$ cat src/rtl/producer.sv
// ---------------------------------------------------------------------------
// producer
//   Transmit end of a ready/ack parallel handshake. Upstream logic pushes
//   words into a small FIFO. The block offers the words one at a time on
//   pdata_o with ready_o high, and holds each word stable until the consumer
//   returns a one-cycle ack_i pulse. It counts completed transfers and keeps
//   sticky flags for spurious acknowledgements and stalled offers.
//
// Ports
//   clk          clock
//   rst_l        asynchronous active-low reset
//   wr_en_i      push request from upstream
//   wr_data_i    word to push (N bits)
//   full_o       FIFO holds DEPTH words
//   level_o      current FIFO occupancy (0..DEPTH)
//   ready_o      pdata_o valid, offered to consumer
//   ack_i        consumer acknowledge pulse
//   pdata_o      offered word (N bits)
//   sent_cnt_o   completed transfers, wraps at 16 bits
//   err_proto_o  sticky: ack_i seen while ready_o low
//   err_timeout_o sticky: an offer waited TIMEOUT cycles without ack
//   clr_err_i    synchronous clear of both error flags
// ---------------------------------------------------------------------------
module producer #(
  parameter int N       = 8,
  parameter int DEPTH   = 4,
  parameter int TIMEOUT = 16
) (
  input  logic                     clk,
  input  logic                     rst_l,
  input  logic                     wr_en_i,
  input  logic [N-1:0]             wr_data_i,
  output logic                     full_o,
  output logic [$clog2(DEPTH):0]   level_o,
  output logic                     ready_o,
  input  logic                     ack_i,
  output logic [N-1:0]             pdata_o,
  output logic [15:0]              sent_cnt_o,
  output logic                     err_proto_o,
  output logic                     err_timeout_o,
  input  logic                     clr_err_i
);

  localparam int AW = $clog2(DEPTH);
  // A disabled timeout still needs a legal one-bit counter.
  localparam int WW = (TIMEOUT > 0) ? $clog2(TIMEOUT + 1) : 1;
  localparam logic [AW:0]   LEVEL_FULL = (AW + 1)'(DEPTH);
  localparam logic [WW-1:0] WAIT_LIMIT = WW'(TIMEOUT);

  typedef enum logic {IDLE, OFFER} state_t;

  state_t          state_q, state_d;
  logic [N-1:0]    mem [DEPTH];
  logic [AW-1:0]   wrPtr_q, wrPtr_d;
  logic [AW-1:0]   rdPtr_q, rdPtr_d;
  logic [AW:0]     level_q, level_d;
  logic [N-1:0]    pdata_q, pdata_d;
  logic [15:0]     sentCnt_q, sentCnt_d;
  logic [WW-1:0]   waitCnt_q, waitCnt_d;
  logic            errProto_q, errProto_d;
  logic            errTimeout_q, errTimeout_d;
  logic            full;
  logic            empty;
  logic            push;
  logic            pop;

  // Full/empty come from the registered level, so a push while full is
  // rejected even when a pop happens on the same edge.
  assign full  = (level_q == LEVEL_FULL);
  assign empty = (level_q == '0);
  assign push  = wr_en_i && !full;

  // Next-state logic for the offer FSM, the counters and the error flags.
  always_comb begin
    state_d      = state_q;
    pdata_d      = pdata_q;
    sentCnt_d    = sentCnt_q;
    waitCnt_d    = waitCnt_q;
    errProto_d   = errProto_q;
    errTimeout_d = errTimeout_q;
    pop          = 1'b0;

    // Clear first so that a set condition below overrides it.
    if (clr_err_i) begin
      errProto_d   = 1'b0;
      errTimeout_d = 1'b0;
    end

    case (state_q)
      IDLE: begin
        if (ack_i) begin
          errProto_d = 1'b1;
        end
        if (!empty) begin
          pop       = 1'b1;
          pdata_d   = mem[rdPtr_q];
          waitCnt_d = '0;
          state_d   = OFFER;
        end
      end
      OFFER: begin
        if (ack_i) begin
          sentCnt_d = sentCnt_q + 16'd1;
          if (!empty) begin
            pop       = 1'b1;
            pdata_d   = mem[rdPtr_q];
            waitCnt_d = '0;
          end else begin
            state_d = IDLE;
          end
        end else begin
          if (waitCnt_q != WAIT_LIMIT) begin
            waitCnt_d = waitCnt_q + 1'b1;
          end
          if ((TIMEOUT > 0) && (waitCnt_d == WAIT_LIMIT)) begin
            errTimeout_d = 1'b1;
          end
        end
      end
      default: state_d = IDLE;
    endcase
  end

  // FIFO pointer and occupancy bookkeeping; pointers wrap naturally since
  // DEPTH is a power of two.
  always_comb begin
    wrPtr_d = push ? wrPtr_q + 1'b1 : wrPtr_q;
    rdPtr_d = pop  ? rdPtr_q + 1'b1 : rdPtr_q;
    case ({push, pop})
      2'b10:   level_d = level_q + 1'b1;
      2'b01:   level_d = level_q - 1'b1;
      default: level_d = level_q;
    endcase
  end

  // FIFO storage has no reset; stale entries are unreachable once the
  // pointers and level are cleared.
  always_ff @(posedge clk) begin
    if (push) begin
      mem[wrPtr_q] <= wr_data_i;
    end
  end

  always_ff @(posedge clk or negedge rst_l) begin
    if (!rst_l) begin
      state_q      <= IDLE;
      wrPtr_q      <= '0;
      rdPtr_q      <= '0;
      level_q      <= '0;
      pdata_q      <= '0;
      sentCnt_q    <= '0;
      waitCnt_q    <= '0;
      errProto_q   <= 1'b0;
      errTimeout_q <= 1'b0;
    end else begin
      state_q      <= state_d;
      wrPtr_q      <= wrPtr_d;
      rdPtr_q      <= rdPtr_d;
      level_q      <= level_d;
      pdata_q      <= pdata_d;
      sentCnt_q    <= sentCnt_d;
      waitCnt_q    <= waitCnt_d;
      errProto_q   <= errProto_d;
      errTimeout_q <= errTimeout_d;
    end
  end

  assign full_o        = full;
  assign level_o       = level_q;
  assign ready_o       = (state_q == OFFER);
  assign pdata_o       = pdata_q;
  assign sent_cnt_o    = sentCnt_q;
  assign err_proto_o   = errProto_q;
  assign err_timeout_o = errTimeout_q;

endmodule

$ cat config.mk
export PLATFORM = sky130hd
export DESIGN_NAME = producer
export DESIGN_NICKNAME = d
export VERILOG_FILES = /design/src/rtl/producer.sv
export SDC_FILE = /design/constraint.sdc
export NUM_CORES = 1
export LEC_CHECK = 0
export ABC_AREA = 1
export CORE_MARGIN = 3
export CORE_UTILIZATION = 54
export DETAILED_ROUTE_END_ITERATION = 10
export PLACE_DENSITY_LB_ADDON = 0.2
export SLEW_MARGIN = 30
export SYNTH_ARGS = -nofsm -noshare
export SYNTH_HDL_FRONTEND = slang
export SYNTH_SLANG_ARGS = --single-unit
$ cat constraint.sdc
create_clock -name clk -period 2.32 [get_ports clk]
set_input_delay 0.232 -clock clk [delete_from_list [all_inputs] [get_ports clk]]
set_output_delay 0.232 -clock clk [all_outputs]
set_load 0.05 [all_outputs]
==> flow_summary.yaml, run 1 <==
yosys:
  ys_types: 31
  ys_seq_area_share_pct: 60.3
  synthesis.area_um2: 3210
  synth_seq_cells: 71
  avgSynthCellArea_um2: 10.2
  syn_inst: 314
  ys_warn_count: 0
  synth.net_count: 336
grt:
  grt_use_total_pct: 19.1
  antenna_found_initial: 0
  grt_pass1_wl_mm: 10.5
  grt_overflow_total: 0
  grt_max_degree: 40
  grt_pass1_vias: 2290
timing:
  finalHoldViolations: 0
  skew_ps: 7.21
  setup_viol_count_final: 0
  period_needed_ps: 2150
  final.setup.worst_slack_ps: 172
  rsz0062_at_grt: "no"
  final_max_slew_viol_count: 0
  fin_crit_sh_pct: 92.6
  fmax_mhz: 465
  timing.hold.ws_ps: 395
  maxSlewHeadroom_pct: 64.1
  fin_tns_setup_ps: 0
  tightestPinTransition_ps: 537
worst_setup_path:
  start_kind: "flip-flop"
  arrival_ps: 1920
  reg2reg_from: "level_o[1]"
  critPathCaptureType: "output pin"
  critical_path_class: "flip-flop to output pin"
  rr_worst_depth: 10
  path_max_fanout: 4
  required_ps: 2090
  r2r-end: "level_o[2]"
  r2r_slack_ps: 380
final_layout:
  final_cell_mix: "64 x nor2_1, 42 x clkdlybuf4s50_1, 39 x inv_1, 39 x nand2_1, 39 x dfrtp_1"
  fillers: 437
  fin_util_pct: 69.4
  final_cells: 448
  drive_gt1_share_pct: 10.6
  layout.nets: 393
  fin_area_um2: 3910
  num_antenna_cells: 0
  area_growth_pct: 21.8
  layout_commonest_cell: "nor2_1"
power_and_ir_drop:
  p_clk_share_pct: 16.7
  power.switching_mw: 2.09
  combPwrFrac_pct: 44.0
  vdd_drop_max_v: 0.000772
  power_mw: 4.85
  p_sw_share_pct: 43.1
  powerDensity_nw_per_um2: 1240
  internal_power_mw: 2.76
  p_leak_nw: 1.71
  p_seq_share_pct: 39.3
routing:
  vias_per_cell: 5.00
  vias: 2242
  wl_mm: 5.94
  first_pass_iters: 4
  drtIter0Drc: 91
  wire_per_inst_um: 13.3
  drtAntennaViolNets: 0
  drc: 0
floorplanning:
  die_area_um2: 6910
  die_height_um: 83.1
  design.core.area_um2: 5640
  rows: 27
  io_pins: 44
  start_util_pct: 56.9
  die_x_um: 83.1
clock_network:
  root_buffer: "clkbuf_8"
  htreeDepth: 3
  ctsResizeCount: 0
  clock-sinks: 71
  clock_latency_ps: 340
  hold_buffers: 0
  path_clk_slew_ps: 70
  cts_tree: "built"
  post_cts_buffers: 0
  numCtsBuffers: 9
  cts.path.max_buffers: 2
outcome:
  outcome: "finished, final reports clean"
placed_design:
  placed_cell_area_um2: 3740
  gp_congestion: 0.810
  dp_slack_ps: 202
  placed_cells: 431
  numPortBuffers: 43
  dp_hpwl_mm: 4.20
hold_path:
  holdCritPathClass: "input port to async pin"
flow_run:
  cap_violations: 0
-- state kept, by name (all words and copies together), names as in the netlist --
| name | count |
|---|---|
| err_proto_o | 1 |
| err_timeout_o | 1 |
| level_o | 3 |
| mem | 32 |
| pdata_o | 8 |
| rdPtr_q | 2 |
| ready_o | 1 |
| sent_cnt_o | 16 |
| waitCnt_q | 5 |
| wrPtr_q | 2 |
-- how the worst max path moves through the flow --
stage	startpoint	endpoint	slack (ps)	cells past startpoint
floorplan	level_o[2]	level_o[2]	200	12
global placement	ack_i	level_o[2]	260	12
detailed placement	ack_i	level_o[2]	200	12
CTS	level_o[1]	full_o	150	4
global route	level_o[1]	full_o	50	4
finish	level_o[1]	full_o	170	4
-- routing by layer --
metal,vias to the layer above,track usage (%),wire (µm)
met4,0,7.58,105
met5,-,0,0
met2,42,33.7,3060
li1,1133,-,-
met1,1058,22.8,2570
met3,9,3.97,203
-- power by group through the flow --
stage	clock (mW)	combinational [mW]	sequential, mW
after global routing	0.890	2.35	1.96
after global placement	0	2.09	1.92
after floorplan	0	0.974	2.44
after CTS	0.826	2.16	1.91
final	0.812	2.14	1.91
after detailed placement	0	2.14	1.93
-- cell families after synthesis --
| logic type | Yosys count | share of synthesized area [%] |
|---|---|---|
| AND/OR/NAND/NOR | 140 | 20.2 |
| XOR/XNOR | 13 | 3.78 |
| multiplexers | 1 | 0.351 |
| flip-flops | 71 | 60.3 |
| AO/OA/AOI/OAI | 34 | 5.65 |
| adder cells (fa/ha/maj) | 9 | 3.74 |
| buffers and inverters | 46 | 6.00 |
-- synth_stat cells --
cell type  count  share of area, %
xnor2_1        3              0.82
nor3_1         4              0.62
edfxtp_1      32                30
nand4_1        5              0.97
buf_2          1              0.16
dfrtp_1       39                30
inv_4          1              0.19
xor2_1         9               2.5
nor3_4         1              0.51
ha_1           8               3.1
inv_2          1              0.12
a21oi_1        2              0.31
nand3b_1       3              0.70
o22ai_1        1              0.19
nand2_4        1              0.35
fa_1           1              0.62
buf_6          1              0.35
nand2_1       39               4.6
nand2_2        6               1.2
nor2_1        64               7.5
xnor2_2        1              0.51
nand3_1        9               1.4
inv_1         39               4.6
nand3_2        2              0.62
clkbuf_2       1              0.16
nor2_2         2              0.39
mux2_2         1              0.35
buf_4          2              0.47
nor2_4         4               1.4
o21ai_0       23               3.6
a31oi_1        8               1.6
-- cell type report --
class | count | area, µm² | area share, %
Sequential cell | 71 | 1940 | 49.5
Multi-Input combinational cell | 197 | 1080 | 27.7
Timing Repair Buffer | 51 | 490 | 12.5
Inverter | 41 | 156 | 4.00
Clock buffer | 11 | 131 | 3.36
Tap cell | 72 | 90.1 | 2.30
Clock inverter | 5 | 25.0 | 0.640
-- worst max-delay path: stages (launching register included) --
cell,delay [ps]
dfrtp_1,410
nor2_1,200
nand2_1,120
inv_1,60
clkdlybuf4s50_1,790
Power figures use the tool's default switching activity.
==> inputs of run 2 (changes only) <==
- MAX_ROUTING_LAYER: default -> met4
==> run 2 against run 1 <==
Non-clock buffer count is the same. Highest routed layer unchanged. Clock-buffer cell count did not move. Core utilization unchanged.
==> flow_summary.yaml, run 2 (synthesis gave the netlist of run 1 again) <==
outcome:
  outcome: "finished, final reports clean"
power_and_ir_drop:
  p_leak_nw: 1.71
  powerDensity_nw_per_um2: 1240
  power.switching_mw: 2.09
  p_sw_share_pct: 43.1
  vdd_drop_max_v: 0.000772
  combPwrFrac_pct: 44.0
  p_clk_share_pct: 16.7
  internal_power_mw: 2.76
  p_seq_share_pct: 39.3
  power_mw: 4.85
timing:
  final.setup.worst_slack_ps: 172
  timing.hold.ws_ps: 395
  final_max_slew_viol_count: 0
  rsz0062_at_grt: "no"
  maxSlewHeadroom_pct: 64.1
  fin_tns_setup_ps: 0
  fin_crit_sh_pct: 92.6
  period_needed_ps: 2150
  setup_viol_count_final: 0
  tightestPinTransition_ps: 537
  finalHoldViolations: 0
  skew_ps: 7.21
  fmax_mhz: 465
worst_setup_path:
  cp_slowest_cell: "clkdlybuf4s50_1"
  required_ps: 2090
  cpPeakStageDelay_ps: 790
  arrival_ps: 1920
  critical_path_buf_inv_count: 2
  reg2reg_from: "level_o[1]"
  start_kind: "flip-flop"
  r2r-end: "level_o[2]"
  path_max_fanout: 4
  critPathCaptureType: "output pin"
  crit_family: "buffers and inverters"
  crit_chain: "nor2_1 -> nand2_1 -> inv_1 -> clkdlybuf4s50_1"
  cp.depth: 4
  critical_path_class: "flip-flop to output pin"
  r2r_slack_ps: 380
  rr_worst_depth: 10
floorplanning:
  die_x_um: 83.1
  io_pins: 44
  die_area_um2: 6910
  design.core.area_um2: 5640
  rows: 27
  start_util_pct: 56.9
  die_height_um: 83.1
flow_run:
  cap_violations: 0
hold_path:
  holdCritPathClass: "input port to async pin"
routing:
  wire_per_inst_um: 13.3
  vias: 2242
  drc: 0
  vias_per_cell: 5.00
  wl_mm: 5.94
  drtIter0Drc: 91
  first_pass_iters: 4
  drtAntennaViolNets: 0
final_layout:
  fin_util_pct: 69.4
  layout.nets: 393
  largest_register_ffs: 32
  fillers: 437
  drive_gt1_share_pct: 10.6
  largest_register: "mem"
  num_antenna_cells: 0
  area_growth_pct: 21.8
  final_cell_mix: "64 x nor2_1, 42 x clkdlybuf4s50_1, 39 x inv_1, 39 x nand2_1, 39 x dfrtp_1"
  final_cells: 448
  fin_area_um2: 3910
  layout_commonest_cell: "nor2_1"
placed_design:
  placed_cells: 431
  numPortBuffers: 43
  gp_congestion: 0.822
  dp_slack_ps: 202
  dp_hpwl_mm: 4.20
  placed_cell_area_um2: 3740
clock_network:
  root_buffer: "clkbuf_8"
  clock-sinks: 71
  cts_tree: "built"
  clock_latency_ps: 340
  numCtsBuffers: 9
  path_clk_slew_ps: 70
  htreeDepth: 3
  cts.path.max_buffers: 2
grt:
  antenna_found_initial: 0
  grt_pass1_vias: 2289
  grt_pass1_wl_mm: 10.5
  grt_use_total_pct: 19.7
  grt_max_degree: 40
  grt_overflow_total: 0
run 2: cell counts in the layout (fill, tap and decap cells not counted):
Identical to the previous run, type by type.
run 2: repair_timing:
item                                   4_1_cts  5_1_grt
endpoints found under the hold margin        0       39
hold buffers                                 0        1
resized for setup                            0        0
setup buffers                                0        0
run 2: worst max-delay path by stage:
stage	start	end	slack, ps
after global placement	ack_i	level_o[2]	260
after floorplan	level_o[2]	level_o[2]	200
after global routing	level_o[1]	full_o	50
after detailed placement	ack_i	level_o[2]	200
final	level_o[1]	full_o	170
after CTS	level_o[1]	full_o	150
run 2: power by group through the flow:
| stage | sequential [mW] | combinational, mW | clock (mW) |
|---|---|---|---|
| floorplan | 2.44 | 0.974 | 0 |
| finish | 1.91 | 2.13 | 0.812 |
| detailed placement | 1.93 | 2.14 | 0 |
| CTS | 1.91 | 2.16 | 0.826 |
| global placement | 1.92 | 2.09 | 0 |
| global route | 1.96 | 2.35 | 0.890 |
run 2: final cells by class:
| type | count | area (µm²) | share of cell area [%] |
|---|---|---|---|
| clock buffers | 11 | 131 | 3.36 |
| clock inverters | 5 | 25.0 | 0.640 |
| inverters | 41 | 156 | 4.00 |
| multi-input cells | 197 | 1080 | 27.7 |
| flip-flops and latches | 71 | 1940 | 49.5 |
| well taps | 72 | 90.1 | 2.30 |
| repair buffers | 51 | 490 | 12.5 |
run 2: worst register-to-register path: cells and delay by family, from the launching register on:
kind                       cells  cell delay, ps
xor gates and xnor gates       1             140
adders and majority gates      2             550
buffers and inverters          1              70
DFF                            1             410
and+or+nand+nor                6             720
run 2: per-layer routing:
layer / wire [µm] / GRT usage [%] / vias up
li1: - / - / 1133
met2: 3060 / 33.7 / 42
met3: 196 / 3.87 / 9
met5: 0 / - / -
met4: 105 / 7.58 / 0
met1: 2580 / 22.9 / 1058
==> edit 1 (config.mk and constraints of run 1) <==
Change the parameter `DEPTH` from 4 to 8.
--- a/src/rtl/producer.sv
+++ b/src/rtl/producer.sv
@@ -24,5 +24,5 @@
 module producer #(
   parameter int N       = 8,
-  parameter int DEPTH   = 4,
+  parameter int DEPTH   = 8,
   parameter int TIMEOUT = 16
 ) (
Interface: changed (resized level_o); port bits go from 44 to 45. The function was not compared with the original's and may differ.
==> edit 1 against run 1 <==
Synthesized area is 45% higher. Register-to-register slack worse by 0.18 ns. Hold slack got worse by 0.0072 ns. Routed wire length grew 54%. Design area rose by 39%. Clock power increased by 29%. Sequential share of layout area is 5.2 points higher. Sequential cell count rose by 35. Critical path depth up 8. Total power up 35%. Worst setup slack improved by 0.024 ns. Clock skew increased by 0.0092 ns. Largest cell class unchanged.
==> edit 1: results (changes against run 1) <==
[timing]
clock_skew_ns=0.0164  ; +0.00917 ns
whs_ns=0.388  ; -0.00719 ns
slew_headroom_pct=63.7  ; -0.37 points

[layout]
largest_register_ffs=64  ; +100%
n_fill_cell=645  ; +48%
fin_nets=517  ; +32%
final_core_util_pct=65.4  ; -3.9 points

[placement]
dp_slack_ns=0.0574  ; -0.145 ns
port_buffers=44  ; +2.3%
gp_congestion=0.809  ; about the same

[routing]
viasPerCell=5.26  ; +5.0%
drtIter0Drc=124  ; +36%

[grt]
grt_pass1_vias=3130  ; +37%
grt_pass1_wl_mm=15.1  ; +44%

[setup_path]
reg2reg_setup_slack_ns=0.20  ; -0.18 ns
arrival_ns=2.41  ; +0.49 ns
path_max_fanout=6  ; +2
ff2ff_path_depth=12  ; +2
r2r-start=level_o[0]

[power]
netSwitchingPower_mw=2.76  ; +32%
ir_worst_vdd_v=0.000978  ; +27%
leakagePower_nw=2.22  ; +30%

[logic_synthesis]
yosys.cell_types.count=29  ; -6.5%
synthArstFlopShare_pct=39.6  ; -15 points
synth_area_leaders=edfxtp_1 41%, dfrtp_1 23%, nand2_1 6.5%, nor2_1 6.2%, o21ai_0 3.9%
synthFlopType=edfxtp_1
synth_edf_count=64  ; +100%

[outcome]
outcome=completed

[clock_tree]
path_clk_slew_ns=0.10  ; +0.03 ns
clock_latency_ns=0.36  ; +0.02 ns

## edit 1: logic make-up (layout without fill, tap and decap cells)
group,after synthesis,in the layout,synth area share [%]
and+or+nand+nor,209,209,19.9
buffers and inverters,46,107,4.28
adders and majority gates,8,8,2.15
DFF,106,106,64.0
xor gates and xnor gates,18,18,3.55
AOI/OAI and AO/OA,53,53,6.19
## edit 1: worst max-delay path: stages (launching register included)
cell     delay (ns)
dfrtp_1        0.47
nor2_2         0.16
nand2_1        0.09
nor2_4         0.18
nor2_8         0.04
ha_1           0.22
nand2_1        0.09
inv_1          0.04
nor2_1         0.19
ha_1           0.21
a21oi_1        0.06
xor2_1         0.16
o21ai_0        0.13
## edit 1: worst max path at each step
stage / from / end / slack [ns]
after floorplan: level_o[0] / level_o[2] / 0.04
after global placement: ack_i / level_o[2] / 0.18
after detailed placement: ack_i / level_o[2] / 0.06
after CTS: level_o[0] / full_o / 0.07
after global routing: level_o[0] / level_o[2] / 0.008
final: level_o[0] / level_o[2] / 0.20
## edit 1: area by class of cell
| type | count | area share [%] |
|---|---|---|
| well taps | 105 | 2.42 |
| clock inverters | 4 | 0.461 |
| flip-flops and latches | 106 | 54.7 |
| inverters | 34 | 2.35 |
| repair buffers | 57 | 9.95 |
| clock buffers | 12 | 2.88 |
| multi-input cells | 288 | 27.2 |
## edit 1: per-layer routing
layer | vias up | GRT usage (%) | share of wire [%]
met4 | 0 | 6.93 | 1.9
met3 | 14 | 3.75 | 3.9
li1 | 1573 | - | -
met5 | - | 0 | 0
met2 | 69 | 31.4 | 50
met1 | 1529 | 27.7 | 44
## edit 1: timing repair
action                                  CTS  global route
endpoints found under the hold margin     0            42
resized for setup                         0             1
hold buffers                              0             1
endpoints found under the setup margin    0             1
## edit 1: per-stage QoR
stage,instances,power [mW]
finish,606,6.56
CTS,605,6.59
global route,606,6.99
detailed placement,589,5.56
floorplan,440,4.69
global placement,589,5.48
## edit 1: power groups by stage
| stage | registers, mW | logic [mW] | clock network [mW] |
|---|---|---|---|
| 3_5_place_dp | 2.78 | 2.79 | 0 |
| 2_1_floorplan | 3.25 | 1.45 | 0 |
| 6_report | 2.73 | 2.77 | 1.05 |
| 5_1_grt | 2.79 | 3.05 | 1.15 |
| 4_1_cts | 2.73 | 2.79 | 1.07 |
| 3_3_place_gp | 2.76 | 2.72 | 0 |
==> edit 2 (flow settings as in run 1) <==
Without the edit above. Make the reset (`rst_l`) synchronous in one clocked block. Comments in the files are not updated.
--- a/src/rtl/producer.sv
+++ b/src/rtl/producer.sv
@@ -142,5 +142,5 @@
   end
 
-  always_ff @(posedge clk or negedge rst_l) begin
+  always_ff @(posedge clk) begin
     if (!rst_l) begin
       state_q      <= IDLE;
Formal check against the unedited RTL: differs if rst_l is asserted again (counterexample within 4 cycles, from zero or initial values and one cycle with rst_l low); with rst_l held inactive, the same outputs for 10 cycles.
==> edit 2 against run 1 <==
Routed wire length rose by 2.9%. Worst setup slack improved by 0.15 ns. First-iteration DRC count rose by 91%. Synthesized cell count rose by 12%. Critical path type unchanged. Design area fell by 2.3%. Largest cell class unchanged. Largest power group is now registers. Synthesized area fell by 4.1%. Sequential cell count rose by 2. Total power fell by 17%. Non-clock buffer count rose by 3. Sequential share of layout area fell by 2.8 points.
==> edit 2: results (changes against run 1) <==
[timing]
fmax_ghz=0.501  ; +7.6%
slew_headroom_pct=63.5  ; -0.62 points
clock_skew_ns=0.00949  ; +0.00228 ns

[logic_synthesis]
yosysSeqAreaShare_pct=57.9  ; -2.4 points
synth_common_cells=61 x nor2_1, 52 x nand2_1, 47 x inv_1
synth_area_leaders=edfxtp_1 31%, dfxtp_1 27%, nor2_1 7.4%, nand2_1 6.3%, o21ai_0 6.2%
synth_fp_nets=374  ; +11%
yosys.cell_types.count=23  ; -26%
synthFlopType=dfxtp_1
ys_warn_count=0  ; unchanged
synthArstFlopShare_pct=0  ; -55 points
syn_avg_cell_area_um2=8.75  ; -14%

[grt]
grt_antenna_before_repair=0  ; unchanged
grt_pass1_wl_mm=10.2  ; -3.1%
grt_max_degree=29  ; -28%
grtUsageTotal_pct=20.3  ; +1.2 points
grt_pass1_vias=2268  ; -0.96%
grt_use_met1_pct=25.3  ; +2.4 points
met2_usage_pct=34.1  ; +0.45 points
met3_usage_pct=5.04  ; +1.1 points

[power]
ir_worst_vdd_v=0.000590  ; -23%
leakagePower_nw=1.48  ; -14%

[clock_tree]
path_clk_slew_ns=0.07  ; about the same
htreeDepth=3  ; unchanged
clock_path_buffers=2  ; unchanged
post_cts_resized=0  ; unchanged
cts-buffers-inserted=9  ; unchanged

[placement]
hpwl_mm=4.36  ; +3.8%
placed_area_um2=3640  ; -2.9%
port_buffers=43  ; unchanged
gp_congestion=0.856  ; +5.8%
placedCellCount=465  ; +7.9%

[outcome]
outcome=completed

[routing]
wirelength_mm=6.11  ; +2.9%
drtIter0Drc=174  ; +91%
via_count=2431  ; +8.4%

[setup_path]
cpPeakStageDelay_ns=0.79  ; about the same
arrival_ns=1.76  ; -0.16 ns
path_max_fanout=6  ; +2
path_delay_family=buffers and inverters

[layout]
n_fill_cell=405  ; -7.3%
drive_gt1_share_pct=8.03  ; -2.6 points
post_layout_nonfiller_instances=481  ; +7.4%
fin_nets=428  ; +8.9%
antenna_cells=0  ; unchanged

[worst_hold_path]
min_path_type=reg2reg

==> edit 2: cell families (layout without fill, tap and decap cells) <==
kind of cell	count (synthesis)	after routing	synth area share, %
adders and majority gates	9	9	3.90
DFF	73	73	57.9
and+or+nand+nor	140	140	18.9
AOI/OAI and AO/OA	72	72	12.0
buffers and inverters	58	117	7.27
==> edit 2: through the flow <==
step                      worst slack, ns  hold WS (ns)
after floorplan                    0.0162         0.331
after CTS                           0.300         0.466
after detailed placement            0.106         0.458
final                               0.323         0.459
after global placement              0.183         0.446
after global routing                0.218         0.508
==> edit 2: cell type report <==
| class | count | area, um^2 | area share, % |
|---|---|---|---|
| Clock inverter | 6 | 58.8 | 1.54 |
| Sequential cell | 73 | 1790 | 46.7 |
| Inverter | 47 | 176 | 4.62 |
| Tap cell | 70 | 87.6 | 2.29 |
| Multi-Input combinational cell | 221 | 1070 | 28.1 |
| Timing Repair Buffer | 54 | 513 | 13.4 |
| Clock buffer | 10 | 128 | 3.34 |
==> edit 2: metal layers <==
layer	wire (um)	vias up
met5	0	-
met4	76	0
met3	295	7
met2	2960	60
met1	2780	1098
li1	-	1266
==> edit 2: worst paths after layout <==
kind | end | from | cells past startpoint | slack [ns]
setup / recovery | full_o | level_o[0] | 4 | 0.32
hold / removal | err_proto_o | err_proto_o | 2 | 0.46
setup reg to reg | level_o[2] | level_o[0] | 10 | 0.45
hold reg to reg | err_proto_o | err_proto_o | 2 | 0.46
==> edit 2: power breakdown <==
| group | internal (mW) | switching, mW | total, mW | leakage (nW) |
|---|---|---|---|---|
| clock network | 0.490 | 0.449 | 0.938 | 0.0913 |
| registers | 1.55 | 0.134 | 1.68 | 0.630 |
| logic | 0.467 | 0.946 | 1.41 | 0.760 |
